[config.mk]
export PLATFORM = sky130hd
export DESIGN_NAME = control_sequencer
export DESIGN_NICKNAME = d
export VERILOG_FILES = /design/src/rtl/control_sequencer_pkg.sv /design/src/rtl/ctrl_seq_counters.sv /design/src/rtl/control_sequencer.sv
export SDC_FILE = /design/constraint.sdc
export NUM_CORES = 1
export LEC_CHECK = 0
export ABC_AREA = 1
export CORE_UTILIZATION = 33
export DETAILED_ROUTE_END_ITERATION = 12
export DONT_BUFFER_PORTS = 1
export GPL_ROUTABILITY_DRIVEN = 0
export PLACE_DENSITY = 0.53
export SLEW_MARGIN = 40
export SYNTH_ARGS = -nofsm -noshare
export SYNTH_HDL_FRONTEND = slang
export SYNTH_SLANG_ARGS = --single-unit
[constraint.sdc]
create_clock -name clk -period 3.3 [get_ports clk]
set_clock_uncertainty 0.1 [all_clocks]
set_input_delay 0.495 -clock clk [delete_from_list [all_inputs] [get_ports clk]]
set_output_delay 0.495 -clock clk [all_outputs]
set_load 0.03 [all_outputs]
[src/rtl/control_sequencer_pkg.sv]
// Shared encodings for the multi-cycle control sequencer: state, PC source and branch op.
// Pure definitions; no latency, no backpressure.
// Imported by control_sequencer and ctrl_seq_counters.
package control_sequencer_pkg;

    typedef enum logic [2:0] {
        ST_IDLE   = 3'd0,
        ST_FETCH  = 3'd1,
        ST_DECODE = 3'd2,
        ST_EXEC   = 3'd3,
        ST_MEM    = 3'd4,
        ST_WB     = 3'd5,
        ST_HALT   = 3'd6
    } state_t;

    localparam logic [1:0] PC_SEQ = 2'b00;
    localparam logic [1:0] PC_BR  = 2'b01;
    localparam logic [1:0] PC_JMP = 2'b10;

    localparam logic [1:0] BR_NONE = 2'b00;
    localparam logic [1:0] BR_EQ   = 2'b01;
    localparam logic [1:0] BR_NE   = 2'b10;
    localparam logic [1:0] BR_JAL  = 2'b11;

    function automatic logic is_cond_branch(input logic [1:0] op);
        return (op == BR_EQ) || (op == BR_NE);
    endfunction

endpackage

[src/rtl/ctrl_seq_counters.sv]
// Retired-instruction counter plus optional perf counters (CTRL_SEQ_PERF_CNT_EN).
// Latency: count visible the cycle after the qualifying event; never stalls.
// Backpressure: none; all counters wrap modulo 2^CNT_W.
module ctrl_seq_counters
    import control_sequencer_pkg::*;
#(
    parameter int CNT_W = 32
) (
    input  logic             clk,
    input  logic             rst,
    input  logic             retire,
`ifdef CTRL_SEQ_PERF_CNT_EN
    input  logic             active,
    input  logic             stall,
    output logic [CNT_W-1:0] cycle_count,
    output logic [CNT_W-1:0] stall_count,
`endif
    output logic [CNT_W-1:0] instr_retired
);

    always_ff @(posedge clk or negedge rst) begin
        if (!rst) begin
            instr_retired <= '0;
        end else if (retire) begin
            instr_retired <= instr_retired + CNT_W'(1);
        end
    end

`ifdef CTRL_SEQ_PERF_CNT_EN
    always_ff @(posedge clk or negedge rst) begin
        if (!rst) begin
            cycle_count <= '0;
            stall_count <= '0;
        end else begin
            if (active) cycle_count <= cycle_count + CNT_W'(1);
            if (stall)  stall_count <= stall_count + CNT_W'(1);
        end
    end
`endif

endmodule

[src/rtl/control_sequencer.sv]
// FETCH/DECODE/EXEC/MEM/WB sequencer turning decoder control words into timed strobes.
// Latency: branch 3, ALU/store/JAL 4, load 5 cycles plus one per memory wait cycle.
// Backpressure: holds in FETCH/MEM until imem_ready/dmem_ready; perf counters under CTRL_SEQ_PERF_CNT_EN.
module control_sequencer
    import control_sequencer_pkg::*;
#(
    parameter int CNT_W = 32
) (
    input  logic             clk,
    input  logic             rst,
    input  logic             run,
    input  logic             ctrl_valid,
    input  logic             ctrl_reg_write,
    input  logic             ctrl_mem_read,
    input  logic             ctrl_mem_write,
    input  logic [1:0]       ctrl_branch_op,
    input  logic             branch_cond,
    input  logic             imem_ready,
    input  logic             dmem_ready,
    output logic             imem_req,
    output logic             ir_write,
    output logic             dmem_req,
    output logic             dmem_we,
    output logic             reg_write_en,
    output logic             pc_write,
    output logic [1:0]       pc_src,
    output logic [2:0]       state,
    output logic             halted,
`ifdef CTRL_SEQ_PERF_CNT_EN
    output logic [CNT_W-1:0] cycle_count,
    output logic [CNT_W-1:0] stall_count,
`endif
    output logic [CNT_W-1:0] instr_retired
);

    state_t state_q;
    state_t state_nxt;
    logic   retire;

    always_ff @(posedge clk or negedge rst) begin
        if (!rst) begin
            state_q <= ST_IDLE;
        end else begin
            state_q <= state_nxt;
        end
    end

    always_comb begin
        state_nxt    = state_q;
        imem_req     = 1'b0;
        ir_write     = 1'b0;
        dmem_req     = 1'b0;
        dmem_we      = 1'b0;
        reg_write_en = 1'b0;
        pc_write     = 1'b0;
        pc_src       = PC_SEQ;
        retire       = 1'b0;

        case (state_q)
            ST_IDLE: begin
                if (run) state_nxt = ST_FETCH;
            end
            ST_FETCH: begin
                imem_req = 1'b1;
                if (imem_ready) begin
                    ir_write  = 1'b1;
                    state_nxt = ST_DECODE;
                end
            end
            ST_DECODE: begin
                state_nxt = ctrl_valid ? ST_EXEC : ST_HALT;
            end
            ST_EXEC: begin
                if (ctrl_mem_read || ctrl_mem_write) begin
                    state_nxt = ST_MEM;
                end else if (ctrl_branch_op == BR_JAL || ctrl_reg_write) begin
                    state_nxt = ST_WB;
                end else begin
                    pc_write = 1'b1;
                    retire   = 1'b1;
                    if (is_cond_branch(ctrl_branch_op) && branch_cond) pc_src = PC_BR;
                end
            end
            ST_MEM: begin
                // Write wins when both read and write are set: that is the store encoding.
                dmem_req = 1'b1;
                dmem_we  = ctrl_mem_write;
                if (dmem_ready) begin
                    if (ctrl_mem_write) begin
                        pc_write = 1'b1;
                        retire   = 1'b1;
                    end else begin
                        state_nxt = ST_WB;
                    end
                end
            end
            ST_WB: begin
                reg_write_en = 1'b1;
                pc_write     = 1'b1;
                retire       = 1'b1;
                if (ctrl_branch_op == BR_JAL) pc_src = PC_JMP;
            end
            ST_HALT: begin
                state_nxt = ST_HALT;
            end
            default: begin
                state_nxt = ST_IDLE;
            end
        endcase

        // run is only looked at on an instruction boundary.
        if (retire) state_nxt = run ? ST_FETCH : ST_IDLE;
    end

    assign state  = state_q;
    assign halted = (state_q == ST_HALT);

`ifdef CTRL_SEQ_PERF_CNT_EN
    logic active;
    logic stall;

    assign active = (state_q != ST_IDLE) && (state_q != ST_HALT);
    assign stall  = ((state_q == ST_FETCH) && !imem_ready) ||
                    ((state_q == ST_MEM)   && !dmem_ready);
`endif

    ctrl_seq_counters #(
        .CNT_W (CNT_W)
    ) u_counters (
        .clk           (clk),
        .rst           (rst),
        .retire        (retire),
`ifdef CTRL_SEQ_PERF_CNT_EN
        .active        (active),
        .stall         (stall),
        .cycle_count   (cycle_count),
        .stall_count   (stall_count),
`endif
        .instr_retired (instr_retired)
    );

endmodule

Word-level counts from Yosys, hierarchy flattened
Index checks and enable logic that the tools add are counted.
{"block": "classes", "n_addsub": 1, "eq_ne": 15, "mux": 26, "reduce_logical": 6}
{"operator": "adder 32 x 1 -> 32 bit, second input constant", "n": 1}
{"operator": "2-to-1 mux 3 bit", "n": 8}
{"operator": "case mux 3 bit (7 select lines)", "n": 1}
{"operator": "2-to-1 mux 1 bit", "n": 14}
{"operator": "inequality test 3 bit, second input constant", "n": 4}
{"operator": "equality test 3 bit, second input constant", "n": 3}
{"operator": "equality test 3 x 2 -> 1 bit, second input constant", "n": 2}
{"operator": "AND reduction 6 bit", "n": 1}
{"operator": "equality test 2 bit, second input constant", "n": 2}
{"operator": "inequality test 4 bit, second input constant", "n": 1}
{"operator": "case mux 2 bit (2 select lines)", "n": 1}
{"operator": "equality test 3 x 1 -> 1 bit, second input constant", "n": 1}
{"operator": "zero test 3 bit", "n": 1}
{"operator": "logical OR 1 bit", "n": 3}
{"operator": "case mux 1 bit (3 select lines)", "n": 1}
{"operator": "equality test 2 x 1 -> 1 bit, second input constant", "n": 1}
{"operator": "2-to-1 mux 2 bit", "n": 1}
{"operator": "inequality test 2 bit, second input constant", "n": 1}
{"operator": "logical AND 1 bit", "n": 1}
{"block": "totals", "ff_bits": 35, "inputBits": 12, "out_inout_bits": 44}

Logic depth before layout (Yosys ltp)
{"block": "logic_depth", "depth_word": 7, "depth_mapped": 10, "mapped_depth_nobuf": 10}

Modules after synthesis
Synthesis repeated with hierarchy kept, for this count alone.
{"block": "unflattened", "cells_unflattened": 293, "area_unflattened_um2": 2138.3}
{"mod": "ctrl_seq_counters", "n_inst": 1, "cells_each": 229, "area_each_um2": 1761.7}
{"mod": "control_sequencer", "n_inst": 1, "cells_each": 64, "area_each_um2": 376.6}

Worst setup path after synthesis
Ideal clock, no wire load.
{"block": "synth_path", "path_kind": "register to output", "from": "register state_q[2], in the netlist state[2]", "to": "output dmem_we", "arrival_ns": 1.688, "slack_ns": 1.017, "path_stages_with_launch": 3, "n_path_buf": 0, "path_cell_list": "dfrtp_1 -> inv_2 -> nor4_1"}
{"block": "synth_via", "elab_chain_cells": 2}
{"element": "from (decl)", "line_no": "control_sequencer.sv:36", "rtl": "state_t state_q;"}
{"element": "from (signal assigned)", "line_no": "control_sequencer.sv:44", "rtl": "state_q <= state_nxt;"}
{"element": "equality test 3 bit", "line_no": "control_sequencer.sv:59", "rtl": "case (state_q)"}
{"element": "2-to-1 mux 1 bit", "line_no": "control_sequencer.sv:59"}
{"element": "to (decl)", "line_no": "control_sequencer.sv:23", "rtl": "output logic dmem_we,"}
No other way between the ends.

Worst setup path in the final report
{"block": "layout_path", "from": "register state_q[0], in the netlist state[0]", "to": "output pc_src[0]"}
{"block": "layout_via", "elab_chain_cells": 2, "word_cells_on_any_way": 3}
{"element": "equality test 3 bit or equality test 3 x 2 -> 1 bit (tied branches)", "line_no": "control_sequencer.sv:59"}
{"element": "case mux 2 bit (2 select lines) *", "line_no": "control_sequencer.sv:59"}
{"element": "to (decl)", "line_no": "control_sequencer.sv:26", "rtl": "output logic [1:0] pc_src,"}
Mark *: on every way between the ends. The rest lies on a longest branch, timed or not.

==> results.txt <==
The flow ran to the end, and the final reports show no timing, DRC or antenna violations. After detailed routing, the average wire length per cell comes to 12.7 microns. For this run the aggregate overflow at the end of global routing stands at 0. The tools report the synthesized area as 2180 sq um. OpenSTA, run right after detailed placement, puts the worst setup slack at 1.15 ns.

The clock group share of total power is 24.6%. After detailed placement, the total cell area comes to 2250 sq um. The logs give 2 for the number of buffers between clock root and the deepest sink and 0.000427 V for the worst voltage drop across the vdd grid. The tools report the setup slack after layout as 0.917 ns. Leaving out fill and tap cells, the most frequent cell in the layout is sky130_fd_sc_hd__nand2_1. Gate family responsible for the most delay along the worst path: simple AND/OR/NAND/NOR gates. Pin placement for this block handled 56 I/O pins.

The critical path is of the flip-flop to output port type. In the layout the commonest cells are 126 x sky130_fd_sc_hd__nand2_1, 51 x sky130_fd_sc_hd__nor2_1, 35 x sky130_fd_sc_hd__dfrtp_1. The count of hold buffers inserted by post-cts repair was 2; the core box area was 6350 sq um. The path depth of the worst reg2reg path is 7. The number of gates resized after CTS was 0. The run gives 0 as the hold violation count in the final report. The master cell of the clock root buffer was sky130_fd_sc_hd__clkbuf_8.

For this design the static power due to leakage is 1.05 nW. The die area was 6930 sq um; the net total in the final layout was 336. The number of global-route vias before repair is 1,806, and the top cell type's share of synthesized area is 40.2%.

STA classifies the critical path endpoint as an output port. The CTS sink count is 35, and the count of input and output buffers is 0. The die is 83.2 microns wide. The initial standard-cell utilization of the core is 34.3%. In this design, the stage delay of the slowest critical-path cell is 0.70 ns.

At the pin with the least slew margin, the transition time is 0.554 ns. For this block, the initial DRC count from the detailed router was 88. The routed layout has 1,867 vias. Buffers added to address setup during post-CTS repair amount to 0. The worst path in the final design needs a cycle of 2.38 ns, including I/O delays and setup. From bottom edge to top edge, the die measures 83.2 microns. The initial antenna violation count is 0, and the power per cell area is 541 nW/um^2. The synthesized instance count came out at 315. The critical path buffer and inverter count works out to 0. The tools report the final count of pins violating max slew as 0. Max-cap violations in this run came to 0. The first global-routing pass estimated 8.74 mm of wire. The ratio of final minimum period to clock period is 72.2%, and the register area share after synthesis is 40.2%. Half-perimeter wire length after placement: 3.89 mm. The internal portion of the total power is 0.731 mW.

Of all cell types, the one taking the most synthesized area is sky130_fd_sc_hd__dfrtp_1. The tools report the overall routed net length as 5.07 mm. The endpoint arrival time on the critical path is 1.79 ns.

The tightest min-delay check is of the primary input to flip-flop type. In the final timing run, aggregate negative setup slack is 0 ns. The data required time of the critical path was 2.70 ns. Registers are responsible for 50.4% of the overall power. Setup violations remaining at the end of the flow were counted as 0. The run gives 0 as the yosys synthesis warning count.

In this run the worst path has a maximum fanout of 10. TritonCTS built the clock tree. Kind of launch point of the worst setup path: a flip-flop. Across every metal layer, demand over resource in global routing totals 15.7%. The tools report the wire length on met3 as 361 microns. The pre-antenna-repair detailed-routing pass consisted of 4 iterations. Synthesis instantiated 26 different standard cells from the library.

The repair_antennas step left the layout with diodes totalling 0. Clock-pin slew was measured on the worst setup and hold paths at 0.07 ns. The worst hold path was traced through 3 stages. Yosys attributes the largest share of cell area to sky130_fd_sc_hd__dfrtp_1 40%, sky130_fd_sc_hd__nand2_1 22%, sky130_fd_sc_hd__nor2_1 8.8%, sky130_fd_sc_hd__xnor2_1 6.4%, sky130_fd_sc_hd__inv_1 5.0%. The clock reaches the later pin of the worst-skew pair after 0.28 ns.

The logs give 2 for the number of H-tree levels and 329 for the net count after synthesis. In this run the remaining antenna-violating nets after routing total 0. Share of final-layout standard cells stronger than drive strength 1: 6.21%. The highest clock frequency the design can meet is 0.420 GHz. In the detailed route, the total length drawn on met2 is 2.33 mm.

The total number of cells along the worst setup path came out at 4. Dividing the detail-routed via count by the number of cells gives 4.68. The detailed-routing wirelength on met1 was 2.36 mm; the number of fillers in the final layout was 687.

In this run, CTS created clock tree buffers numbering 5. The critical path goes through nand2_2 -> nor2_4 -> nand3_2 -> nor2_1. After floorplanning, the core was divided into 29 placement rows. In this run switching power makes up 42.9% of total power. For the switching power total, the log shows 0.549 mW.

The area added between synthesis and finish is 8.79%. The cell with the largest stage delay on the worst path is sky130_fd_sc_hd__dfrtp_1. Counting flops and latches in the post-synthesis netlist gives 35. Combinational logic burns 25.0% of the power.

Setup repair after global routing left no endpoint under its margin. In the routed design, unresolved DRC markers number 0. Entering global routing, the biggest net connects 36 pins. Summing all non-filler instances in the final layout gives an area of 2370 sq um. The topmost layer with routed signal wires is met4. The worst pin sits at a relative slew slack of 63.0%. After synthesis, the mean cell area works out to 6.91 sq um. At the end of the flow the core is filled with cells to 37.3%.
## per-layer routing
metal,global-route usage [%],up-vias
met5,0,-
met3,5.47,2
met1,20.0,823
met4,3.45,0
li1,-,986
met2,25.4,56
## final timing paths
kind | endpoint | startpoint | slack, ns
setup / recovery | pc_src[0] | state[0] | 0.92
hold / removal | state[0] | imem_ready | 0.31
setup reg to reg | u_counters.instr_retired[7] | state[0] | 1.17
hold reg to reg | u_counters.instr_retired[21] | u_counters.instr_retired[21] | 0.62
max in group asynchronous | u_counters.instr_retired[28] | rst | 2.33
min in group asynchronous | state[2] | rst | 0.57
## synthesized netlist by cell type
library cell,n
sky130_fd_sc_hd__and3_1,1
sky130_fd_sc_hd__xor2_1,4
sky130_fd_sc_hd__nor2_4,1
sky130_fd_sc_hd__nor2b_1,1
sky130_fd_sc_hd__nand2_4,1
sky130_fd_sc_hd__nand3_2,3
sky130_fd_sc_hd__nand2_2,1
sky130_fd_sc_hd__inv_1,29
sky130_fd_sc_hd__nand3b_1,2
sky130_fd_sc_hd__o31ai_1,1
sky130_fd_sc_hd__dfrtp_1,35
sky130_fd_sc_hd__buf_4,3
sky130_fd_sc_hd__inv_2,2
sky130_fd_sc_hd__o21ai_0,3
sky130_fd_sc_hd__nor2_2,1
sky130_fd_sc_hd__a21boi_0,1
sky130_fd_sc_hd__nand2_1,126
sky130_fd_sc_hd__nor2_1,51
sky130_fd_sc_hd__nand4_1,5
sky130_fd_sc_hd__xnor2_1,16
sky130_fd_sc_hd__nor4_1,1
sky130_fd_sc_hd__nand3_1,17
sky130_fd_sc_hd__nor3_1,5
sky130_fd_sc_hd__buf_6,2
sky130_fd_sc_hd__ha_1,2
sky130_fd_sc_hd__o21ai_1,1
## state kept, by name, summed over array words and instances (netlist names)
| register | count |
|---|---|
| state | 3 |
| u_counters.instr_retired | 32 |
## power by group through the flow
| stage | Combinational, mW | Clock [mW] | Sequential, mW |
|---|---|---|---|
| 2_1_floorplan | 0.308 | 0 | 0.615 |
| 3_3_place_gp | 0.310 | 0 | 0.655 |
| 3_5_place_dp | 0.310 | 0 | 0.656 |
| 4_1_cts | 0.325 | 0.334 | 0.647 |
| 5_1_grt | 0.365 | 0.346 | 0.657 |
| 6_report | 0.320 | 0.316 | 0.645 |
## metrics by stage
step                      hold WS [ns]  instances  total power [mW]
after global routing             0.316        399              1.37
after CTS                        0.303        399              1.31
after floorplan                 0.0994        315             0.923
after detailed placement         0.101        390             0.966
final                            0.313        399              1.28
after global placement           0.100        390             0.965
## worst min-delay path, delay by kind of cell
kind | cells | cell delay (ns)
AND/OR/NAND/NOR | 2 | 0.14
buffers and inverters | 1 | 0.03
## kinds of logic after synthesis
logic type	synth area share [%]
fa+ha+maj	1.15
flops	40.2
xor+xnor	8.05
compound gates	1.61
buf+inv	7.41
simple gates	41.6
## final cells by class
cell class | count | area, sq um | share of cell area, %
sequential | 35 | 876 | 37.0
clock inverter | 1 | 5.00 | 0.211
tap | 77 | 96.3 | 4.07
multi-input combinational | 244 | 1140 | 48.1
clock buffer | 6 | 82.6 | 3.49
inverter | 31 | 116 | 4.91
timing repair buffer | 5 | 52.6 | 2.22
Note: power is estimated with default switching activity, not from simulation.
